===== config.mk =====
export PLATFORM = sky130hd
export DESIGN_NAME = lsu_dispatch_buffer
export DESIGN_NICKNAME = d
export VERILOG_FILES = /design/src/rtl/lsu_dispatch_buffer.sv
export SDC_FILE = /design/constraint.sdc
export NUM_CORES = 1
export LEC_CHECK = 0
export BUFFER_PORTS_ARGS = -buffer_cell sky130_fd_sc_hd__buf_4
export CAP_MARGIN = 10
export CORE_ASPECT_RATIO = 0.5
export CORE_UTILIZATION = 57
export DETAILED_ROUTE_END_ITERATION = 16
export PLACE_DENSITY = 0.77
export SYNTH_ARGS = -nofsm -noshare
export SYNTH_HDL_FRONTEND = slang
export SYNTH_SLANG_ARGS = --single-unit
export TNS_END_PERCENT = 10

===== constraint.sdc =====
create_clock -name clk -period 11.3 [get_ports clk]
set_input_delay 1.13 -clock clk [delete_from_list [all_inputs] [get_ports clk]]
set_output_delay 1.13 -clock clk [all_outputs]
set_load 0.01 [all_outputs]

===== src/rtl/lsu_dispatch_buffer.sv =====
// In-order memory-op dispatch buffer: ops enter by tag, get their address/data
// resolved in any order, and leave oldest-first through a two-phase issue handshake.
module lsu_dispatch_buffer #(
   parameter int TAG_WIDTH = 10,
   parameter int DEPTH     = 4
) (
   input  logic                     clk,
   input  logic                     rst_N,
   input  logic                     disp_valid,
   input  logic [TAG_WIDTH-1:0]     disp_tag,
   input  logic                     disp_is_write,
   output logic                     disp_ready,
   input  logic                     agen_valid,
   input  logic [TAG_WIDTH-1:0]     agen_tag,
   input  logic [63:0]              agen_addr,
   input  logic [63:0]              agen_value,
   output logic                     agen_err,
   output logic                     lsu_proc_instr_valid,
   output logic [TAG_WIDTH-1:0]     lsu_proc_instr_tag,
   output logic                     lsu_proc_instr_is_write,
   input  logic                     lsu_proc_instr_ready,
   output logic                     lsu_proc_data_valid,
   output logic [TAG_WIDTH-1:0]     lsu_proc_data_tag,
   output logic [63:0]              lsu_proc_addr,
   output logic [63:0]              lsu_proc_value,
   input  logic                     lsu_proc_data_ready,
   output logic [$clog2(DEPTH):0]   occupancy
);

   localparam int PTR_W = $clog2(DEPTH);
   localparam int CNT_W = PTR_W + 1;

   typedef enum logic [1:0] {S_IDLE, S_INSTR, S_DATA} state_t;

   logic                 r_valid    [DEPTH];
   logic                 r_resolved [DEPTH];
   logic                 r_is_write [DEPTH];
   logic [TAG_WIDTH-1:0] r_tag      [DEPTH];
   logic [63:0]          r_addr     [DEPTH];
   logic [63:0]          r_value    [DEPTH];
   logic [PTR_W-1:0]     r_head;
   logic [PTR_W-1:0]     r_tail;
   logic [CNT_W-1:0]     r_count;
   state_t               r_state;
   state_t               w_state_next;

   logic                 r_agen_err;
   logic                 r_instr_valid;
   logic [TAG_WIDTH-1:0] r_instr_tag;
   logic                 r_instr_wr;
   logic                 r_data_valid;
   logic [TAG_WIDTH-1:0] r_data_tag;
   logic [63:0]          r_addr_out;
   logic [63:0]          r_value_out;

   logic                 w_instr_valid_next;
   logic [TAG_WIDTH-1:0] w_instr_tag_next;
   logic                 w_instr_wr_next;
   logic                 w_data_valid_next;
   logic [TAG_WIDTH-1:0] w_data_tag_next;
   logic [63:0]          w_addr_next;
   logic [63:0]          w_value_next;

   logic                 w_push;
   logic                 w_pop;
   logic                 w_head_ready;
   logic [DEPTH-1:0]     w_hit;
   logic                 w_agen_hit;
   logic [PTR_W-1:0]     w_agen_idx;

   assign disp_ready   = (r_count < CNT_W'(DEPTH));
   assign w_push       = disp_valid && disp_ready;
   assign w_pop        = (r_state == S_DATA) && lsu_proc_data_ready;
   assign w_head_ready = r_valid[r_head] && r_resolved[r_head];

   // w_hit is ordered by age: bit 0 is the head, bit DEPTH-1 the youngest slot.
   genvar gi;
   generate
      for (gi = 0; gi < DEPTH; gi++) begin : g_hit
         logic [PTR_W-1:0] w_idx;
         assign w_idx     = r_head + PTR_W'(gi);
         assign w_hit[gi] = r_valid[w_idx] && !r_resolved[w_idx] && (r_tag[w_idx] == agen_tag);
      end
   endgenerate

   always_comb begin
      w_agen_hit = 1'b0;
      w_agen_idx = '0;
      for (int i = DEPTH - 1; i >= 0; i--) begin
         if (w_hit[i]) begin
            w_agen_hit = 1'b1;
            w_agen_idx = r_head + PTR_W'(i);
         end
      end
   end

   // Push, resolve and pop never target the same slot in one cycle:
   // push needs a free tail, resolve needs an unresolved entry, pop a resolved head.
   always_ff @(posedge clk or negedge rst_N) begin
      if (!rst_N) begin
         for (int i = 0; i < DEPTH; i++) begin
            r_valid[i]    <= 1'b0;
            r_resolved[i] <= 1'b0;
            r_is_write[i] <= 1'b0;
            r_tag[i]      <= '0;
            r_addr[i]     <= '0;
            r_value[i]    <= '0;
         end
         r_head  <= '0;
         r_tail  <= '0;
         r_count <= '0;
      end else begin
         if (w_push) begin
            r_valid[r_tail]    <= 1'b1;
            r_resolved[r_tail] <= 1'b0;
            r_is_write[r_tail] <= disp_is_write;
            r_tag[r_tail]      <= disp_tag;
            r_addr[r_tail]     <= '0;
            r_value[r_tail]    <= '0;
            r_tail             <= r_tail + PTR_W'(1);
         end
         if (agen_valid && w_agen_hit) begin
            r_resolved[w_agen_idx] <= 1'b1;
            r_addr[w_agen_idx]     <= agen_addr;
            r_value[w_agen_idx]    <= r_is_write[w_agen_idx] ? agen_value : 64'd0;
         end
         if (w_pop) begin
            r_valid[r_head]    <= 1'b0;
            r_resolved[r_head] <= 1'b0;
            r_head             <= r_head + PTR_W'(1);
         end
         case ({w_push, w_pop})
            2'b10:   r_count <= r_count + CNT_W'(1);
            2'b01:   r_count <= r_count - CNT_W'(1);
            default: r_count <= r_count;
         endcase
      end
   end

   always_comb begin
      w_state_next       = r_state;
      w_instr_valid_next = 1'b0;
      w_instr_tag_next   = '0;
      w_instr_wr_next    = 1'b0;
      w_data_valid_next  = 1'b0;
      w_data_tag_next    = '0;
      w_addr_next        = '0;
      w_value_next       = '0;
      case (r_state)
         S_IDLE:  if (w_head_ready)         w_state_next = S_INSTR;
         S_INSTR: if (lsu_proc_instr_ready) w_state_next = S_DATA;
         S_DATA:  if (lsu_proc_data_ready)  w_state_next = S_IDLE;
         default:                           w_state_next = S_IDLE;
      endcase
      // Head is frozen from INSTR entry until its pop, so the payload stays stable.
      if (w_state_next == S_INSTR) begin
         w_instr_valid_next = 1'b1;
         w_instr_tag_next   = r_tag[r_head];
         w_instr_wr_next    = r_is_write[r_head];
      end
      if (w_state_next == S_DATA) begin
         w_data_valid_next = 1'b1;
         w_data_tag_next   = r_tag[r_head];
         w_addr_next       = r_addr[r_head];
         w_value_next      = r_value[r_head];
      end
   end

   always_ff @(posedge clk or negedge rst_N) begin
      if (!rst_N) begin
         r_state       <= S_IDLE;
         r_agen_err    <= 1'b0;
         r_instr_valid <= 1'b0;
         r_instr_tag   <= '0;
         r_instr_wr    <= 1'b0;
         r_data_valid  <= 1'b0;
         r_data_tag    <= '0;
         r_addr_out    <= '0;
         r_value_out   <= '0;
      end else begin
         r_state       <= w_state_next;
         r_agen_err    <= agen_valid && !w_agen_hit;
         r_instr_valid <= w_instr_valid_next;
         r_instr_tag   <= w_instr_tag_next;
         r_instr_wr    <= w_instr_wr_next;
         r_data_valid  <= w_data_valid_next;
         r_data_tag    <= w_data_tag_next;
         r_addr_out    <= w_addr_next;
         r_value_out   <= w_value_next;
      end
   end

   assign agen_err                = r_agen_err;
   assign lsu_proc_instr_valid    = r_instr_valid;
   assign lsu_proc_instr_tag      = r_instr_tag;
   assign lsu_proc_instr_is_write = r_instr_wr;
   assign lsu_proc_data_valid     = r_data_valid;
   assign lsu_proc_data_tag       = r_data_tag;
   assign lsu_proc_addr           = r_addr_out;
   assign lsu_proc_value          = r_value_out;
   assign occupancy               = r_count;

endmodule


==> summary.txt, run 1 <==
Clock tree
  – CTS root buf: clkbuf_16
  – Clock transition at the registers of the reported paths: 70 ps
  – Post CTS Setup Buffer Count: 0
  – TritonCTS Sinks: 725
  – Clock latency on the worst-skew pair: 640 ps
  – CTS tree: built
  – H-Tree Depth: 2
  – CTS Buf Count: 60
  – Clock Path Buffers: 3
  – Hold Buf Count CTS: 0
  – Post-CTS Resized: 0

Timing
  – Count of final hold-check violations: 0
  – Clock skew: 35.6 ps
  – Final TNS setup: 0 ps
  – RSZ-0062 raised after global routing: false
  – Final Slew Violations: 0
  – Slew @ Worst Pin: 1070 ps
  – Fmax: 144 MHz
  – Slew headroom: 28.5%
  – Period minus WS final: 6960 ps
  – # setup viols final: 0
  – Tcrit/Tclk final: 61.6%

Hold path
  – WHS Path Cells: 1
  – Hold Path End: lsu_proc_instr_valid
  – HP Start: r_state[1]
  – Worst hold-check path type: reg2reg

Die
  – Row count: 62
  – Chip width: 346 um
  – IO Count: 311
  – Die height: 174 um
  – Die ar.: 60,300 um2
  – Initial Util: 58.3%
  – Core Area: 57,900 um2

Logic synthesis
  – Synth Warn #: 0
  – Seq/Total Area, Yosys: 53.7%
  – Adder-cell share of the synthesized area: 0.393%
  – Mux cell area share after synthesis: 28.2%
  – Cell taking the most area after synthesis: dfrtp_1
  – Syn avg cell area: 12.3 um2
  – Main combinational cell family by area after synthesis: multiplexers
  – Number of flops mapped to enable cells by yosys: 0
  – Post-synth cell types: 51
  – Post-synth design cell area: 33,800 um2
  – Synth Flop Type: dfrtp_1
  – Syn nets: 2,904
  – Gate count of the mapped netlist: 2,739
  – Synth area leaders: dfrtp_1 54%, mux2i_1 16%, mux4_2 10%, nand2_1 7.3%, nor2b_1 2.6%
  – Area share of the largest cell type after synthesis: 53.7%
  – Simple-gate area share of the yosys netlist: 11.1%
  – Asr flop ratio synth: 100%
  – Compound-gate portion of the synthesized area: 1.06%
  – XOR/XNOR Fraction of Synth Area: 1.43%
  – Number of synthesized register bits: 725

Critical path
  – CP most frequent cell: buf_4
  – Max incr delay on CP: 950 ps
  – Critical Path AT: 7510 ps
  – Crit-path slowest cell: dfrtp_4
  – Worst setup startpoint: r_head[0]
  – CP Launch Type: flip-flop
  – Crit-path cells: inv_1, ha_2, buf_4, mux4_2, xnor2_1, nand3_1, or4_1, or3_1, a2111oi_2, a211oi_1, nand2_4, buf_4, mux2i_1
  – R2R depth: 13
  – Worst reg2reg path startpoint: r_head[0]
  – Critical path class: reg2reg
  – R2R setup slack: 4340 ps
  – Worst Path Required: 11,850 ps
  – CP Capture Type: flip-flop
  – Worst Path Max Fanout: 50
  – Worst flop-to-flop path endpoint: r_value[164]

Route
  – Wirelength per Cell: 21.7 um
  – Met2 WL post-DR: 40.9 mm
  – Post-route DRC: 0
  – Total number of vias: 22,014
  – DR WL met3: 3.68 mm
  – DRT iter0 DRCs: 1,827
  – Max Used Layer: met4
  – TritonRoute pass-1 iters: 7
  – DR vias/cell: 5.85
  – M1 wire length: 34.5 mm
  – Final WL: 81.8 mm
  – Antenna Nets Post-Route: 0

GRT
  – GR Util All Layers: 27.6%
  – Total gr overflow: 0
  – Number of global-route vias before repair: 23,559
  – Largest net degree at the start of global routing: 181
  – First-pass GRT wire length: 132 mm
  – Initial antenna violation count: 6

Place
  – DP Area: 36,400 um2
  – DP Wirelength: 47.0 mm
  – Final GP Congestion: 0.863
  – IO buf count: 310

Layout
  – NumNets Final: 3,104
  – Design area: 38,400 um2
  – Most common library cell in the layout ignoring fill and taps: dfrtp_1
  – Layout cells sized above 1: 22.1%
  – Most frequent cells in the layout: 723 x dfrtp_1, 653 x nand2_1, 553 x mux2i_1, 334 x buf_4, 154 x mux4_2
  – Synth-to-Final Area Change: 13.8%

Power
  – Leak: 0.0212 uW
  – Worst vdd ir: 144 uV
  – Pwr dens: 190 nW/um2

Flow run
  – Max_cap viols: 0

Outcome
  – Status: complete, no violations
-- synthesized netlist by cell type, drive strengths merged, types with 3 or more instances --
cell type    n
o22ai        3
and2        11
buf         98
nand2      659
a211oi       3
mux4       154
dfrtp      725
ha           9
inv         77
nor3        11
nor2b      140
xor2        23
o21ai       12
xnor2       32
nor2         6
clkbuf     105
mux2        46
and3b        4
nor3b        5
a22oi        5
mux2i      553
or2          3
a21oi       12
nand3        8
o2111a       3
o211ai       3
nand4        5
-- cell type report --
type                            instances  area [um2]
Antenna cell                            6        15.0
Clock buffer                           92        1830
Clock inverter                         17         244
Fill cell                            4271       19500
Inverter                               77         289
Multi-Input combinational cell       1734       14300
Sequential cell                       725       18100
Tap cell                              768         961
Timing Repair Buffer                  341        2640
-- report_power, final --
| group | switching (uW) | leakage, uW | total [uW] | internal [uW] |
|---|---|---|---|---|
| registers | 258 | 0.0100 | 3040 | 2790 |
| clock network | 972 | 0.00103 | 2200 | 1230 |
| logic | 1190 | 0.0102 | 2050 | 857 |
| total | 2420 | 0.0212 | 7290 | 4870 |
-- metrics by stage --
step                      hold WS, ps  std cells  setup WS, ps  total power, uW  utilization [%]
after floorplan                   443       2739          6370             4500                -
after global placement            457       3645          4500             5090             62.7
after detailed placement          467       3645          4390             5120             62.7
after CTS                         477       3754          4330             7330             66.3
after global routing              507       3760          3900             7630             66.3
final                             478       3760          4340             7290             66.3
-- metal layers --
metal  vias to the layer above  global-route usage, %
met3                       161                   3.54
met1                     11544                   37.4
met4                         0                   9.67
li1                       9684                      -
met2                       625                   46.4
met5                         -                      0
-- how the worst max path moves through the flow --
stage | to | cells past startpoint
after floorplan | r_addr[192] | 20
after global placement | r_value[175] | 13
after detailed placement | r_value[166] | 13
after CTS | r_value[164] | 13
after global routing | r_value[174] | 13
final | r_value[164] | 13
-- cell families after synthesis --
| family | Yosys count |
|---|---|
| simple gates | 863 |
| flops | 725 |
| compound gates | 53 |
| buf+inv | 280 |
| fa+ha+maj | 10 |
| xor+xnor | 55 |
| mux | 753 |
-- worst max-delay path: cells and delay by family (launching register included) --
kind                     cells  cell delay (ps)
flip-flops                   1              950
multiplexers                 2              680
buffers and inverters        3             1910
AND/OR/NAND/NOR              4             1660
XOR/XNOR                     1              210
adder cells (fa/ha/maj)      1              760
AO/OA/AOI/OAI                2              620
-- flip-flops by register name (all words and copies together), names as in the netlist, 3 cells and up --
signal / flops
r_addr: 256
r_value: 256
lsu_proc_addr: 64
lsu_proc_value: 64
r_tag: 40
lsu_proc_data_tag: 10
lsu_proc_instr_tag: 10
r_is_write: 4
r_resolved: 4
r_valid: 4
occupancy: 3
(Power assumes the default switching activity.)
==> run 2, diff against run 1 <==
--- a/config.mk
+++ b/config.mk
@@ -8,9 +8,9 @@
 export BUFFER_PORTS_ARGS = -buffer_cell sky130_fd_sc_hd__buf_4
 export CAP_MARGIN = 10
 export CORE_ASPECT_RATIO = 0.5
-export CORE_UTILIZATION = 57
+export CORE_UTILIZATION = 54
 export DETAILED_ROUTE_END_ITERATION = 16
-export PLACE_DENSITY = 0.77
+export PLACE_DENSITY = 0.76
 export SYNTH_ARGS = -nofsm -noshare
 export SYNTH_HDL_FRONTEND = slang
 export SYNTH_SLANG_ARGS = --single-unit
==> constraint.sdc (replaced) <==
create_clock -name clk -period 5.89 [get_ports clk]
set_input_delay 0.589 -clock clk [delete_from_list [all_inputs] [get_ports clk]]
set_output_delay 0.589 -clock clk [all_outputs]
set_load 0.01 [all_outputs]
==> run 2 against run 1 <==
- largest power group unchanged
- the run now ends with DRC left
- clock power rose by 90%
- count of clock-buffer cells in the layout shrank 2
- clock skew shrank 17 ps
- final cell count increased by 1.9%
- routed wire length barely moved
- sequential power rose by 87%
==> summary.txt, run 2 (synthesized netlist as in run 1, its figures left out) <==
Layout
  – Layout fillers: 4,675 (was 4,271)
  – Largest regs: r_addr: 256 flops, r_value: 256 flops (unchanged)
  – Final Util: 63.1% (was 66.3%)
  – Design area: 38,800 um2 (was 38,400 um2)
  – N_diodes: 0 (was 6)
  – Most common library cell in the layout ignoring fill and taps: dfrtp_1 (unchanged)
  – NumNets Final: 3,128 (was 3,104)
  – Synth-to-Final Area Change: 14.9% (was 13.8%)
  – Layout cells sized above 1: 22.5% (was 22.1%)
  – Most frequent cells in the layout: 723 x dfrtp_1, 653 x nand2_1, 553 x mux2i_1, 343 x buf_4, 154 x mux4_2 (was 723 x dfrtp_1, 653 x nand2_1, 553 x mux2i_1, 334 x buf_4, 154 x mux4_2)

Clock tree
  – CTS Buf Count: 61 (was 60)
  – CTS tree: built (unchanged)
  – Clock Path Buffers: 3 (unchanged)
  – Clock latency on the worst-skew pair: 630 ps (was 640 ps)
  – Clock transition at the registers of the reported paths: 70 ps (about the same)
  – H-Tree Depth: 2 (unchanged)
  – CTS root buf: clkbuf_16 (unchanged)
  – TritonCTS Sinks: 725 (unchanged)

Hold path
  – Worst hold-check path type: in2reg (was reg2reg)
  – Hold Path End: r_tag[1] (was lsu_proc_instr_valid)
  – WHS Path Cells: 2 (was 1)
  – HP Start: disp_tag[1] (was r_state[1])

Route
  – Post-route DRC: 18 (was 0)
  – DR vias/cell: 5.73 (was 5.85)
  – TritonRoute pass-1 iters: 11 (was 7)
  – Antenna Nets Post-Route: 0 (unchanged)
  – Total number of vias: 21,962 (was 22,014)
  – Wirelength per Cell: 21.3 um (was 21.7 um)
  – DRT iter0 DRCs: 1,794 (was 1,827)
  – Final WL: 81.7 mm (was 81.8 mm)

Die
  – Initial Util: 54.9% (was 58.3%)
  – Row count: 64 (was 62)
  – IO Count: 311 (unchanged)
  – Core Area: 61,500 um2 (was 57,900 um2)
  – Die height: 179 um (was 174 um)
  – Chip width: 356 um (was 346 um)
  – Die ar.: 63,600 um2 (was 60,300 um2)

Power
  – Tot Pwr: 14,100 uW (was 7290 uW)
  – Pwr dens: 364 nW/um2 (was 190 nW/um2)
  – Worst vdd ir: 273 uV (was 144 uV)
  – Leak: 0.0214 uW (was 0.0212 uW)

Timing
  – # setup viols final: 0 (unchanged)
  – RSZ-0062 raised after global routing: false (unchanged)
  – Slew @ Worst Pin: 1060 ps (was 1070 ps)
  – Final Slew Violations: 0 (unchanged)
  – Slew headroom: 29.4% (was 28.5%)
  – Period minus WS final: 5150 ps (was 6960 ps)
  – Tcrit/Tclk final: 87.5% (was 61.6%)
  – Count of final hold-check violations: 0 (unchanged)
  – Final TNS setup: 0 ps (unchanged)
  – Clock skew: 18.4 ps (was 35.6 ps)
  – Fmax: 194 MHz (was 144 MHz)

GRT
  – Initial antenna violation count: 0 (was 6)
  – First-pass GRT wire length: 129 mm (was 132 mm)
  – GR Util All Layers: 26.1% (was 27.6%)
  – Total gr overflow: 0 (unchanged)
  – Number of global-route vias before repair: 22,926 (was 23,559)
  – Largest net degree at the start of global routing: 165 (was 181)

Critical path
  – CP Launch Type: flip-flop (unchanged)
  – Worst reg2reg path startpoint: r_head[1] (was r_head[0])
  – Worst Path Max Fanout: 40 (was 50)
  – Worst flop-to-flop path endpoint: r_addr[197] (was r_value[164])
  – R2R setup slack: 740 ps (was 4340 ps)
  – Critical Path AT: 5640 ps (was 7510 ps)
  – R2R depth: 12 (was 13)
  – CP Capture Type: flip-flop (unchanged)
  – Worst Path Required: 6380 ps (was 11,850 ps)
  – Critical path class: reg2reg (unchanged)

Outcome
  – Status: finished with violations (was complete, no violations)
  – Failing checks: DRC

Place
  – DP Area: 36,800 um2 (was 36,400 um2)
  – DP Wirelength: 49.1 mm (was 47.0 mm)
  – IO buf count: 310 (unchanged)
  – Final GP Congestion: 0.882 (was 0.863)

Flow run
  – Max_cap viols: 0 (unchanged)
run 2: cell types whose count changed in the layout (fill, tap and decap cells not counted), moves of 3 or more:
cell / before / now
diode_2: 6 / 0
clkbuf_16: 60 / 63
clkbuf_8: 21 / 11
buf_4: 334 / 343
clkbuf_1: 11 / 16
buf_12: 6 / 19
run 2: power by group:
| part | internal [uW] | total [uW] | switching (uW) | leakage [uW] |
|---|---|---|---|---|
| clock network | 2350 | 4190 | 1840 | 0.00100 |
| registers | 5350 | 5680 | 335 | 0.0100 |
| logic | 1760 | 4230 | 2470 | 0.0104 |
| total | 9460 | 14100 | 4650 | 0.0214 |
run 2: layer usage:
| layer | share of wire (%) | global-route usage (%) | up-vias |
|---|---|---|---|
| met5 | 0 | 0 | - |
| met4 | 2.4 | 6.93 | 0 |
| met3 | 4.3 | 3.33 | 115 |
| met2 | 50 | 44.0 | 526 |
| met1 | 43 | 36.0 | 11588 |
| li1 | - | - | 9733 |
run 2: final cells by class:
cell class                 instances  area [um2]  share of cell area, %
tap                              825        1030                   2.66
timing repair buffer             364        2980                   7.68
inverter                          77         289                  0.745
clock inverter                    18         250                  0.645
sequential                       725       18100                   46.8
clock buffer                      90        1790                   4.61
multi-input combinational       1734       14300                   36.9
run 2: worst max path at each step:
stage	slack, ps	cells past startpoint	end	startpoint
2_1_floorplan	960	20	r_addr[192]	r_head[1]
3_3_place_gp	870	12	r_addr[198]	r_head[1]
3_5_place_dp	800	12	r_addr[222]	r_head[1]
4_1_cts	760	12	r_addr[227]	r_head[1]
5_1_grt	470	12	r_addr[205]	r_head[1]
6_report	740	12	r_addr[197]	r_head[1]
run 2: worst max-delay path, cell delays in order (launching register included):
cell	delay [ps]
dfrtp_4	400
inv_1	60
ha_2	820
mux4_2	600
xor2_1	150
a2111oi_0	460
buf_4	200
and3_1	340
o31ai_1	140
a211oi_1	610
nand3_4	600
buf_12	430
mux2i_1	150
run 2: through the flow:
stage          worst slack [ps]  hold WS [ps]  std cells
6_report                    735           219       3833
5_1_grt                     470           200       3833
4_1_cts                     763           191       3833
3_5_place_dp                800           458       3724
3_3_place_gp                871           457       3724
2_1_floorplan               960           293       2739
run 2: repair_timing:
item / CTS / global route
hold buffers: 1 / 0
gates resized for setup: 0 / 0
setup buffers: 0 / 0
hold endpoints to repair: 52 / 0
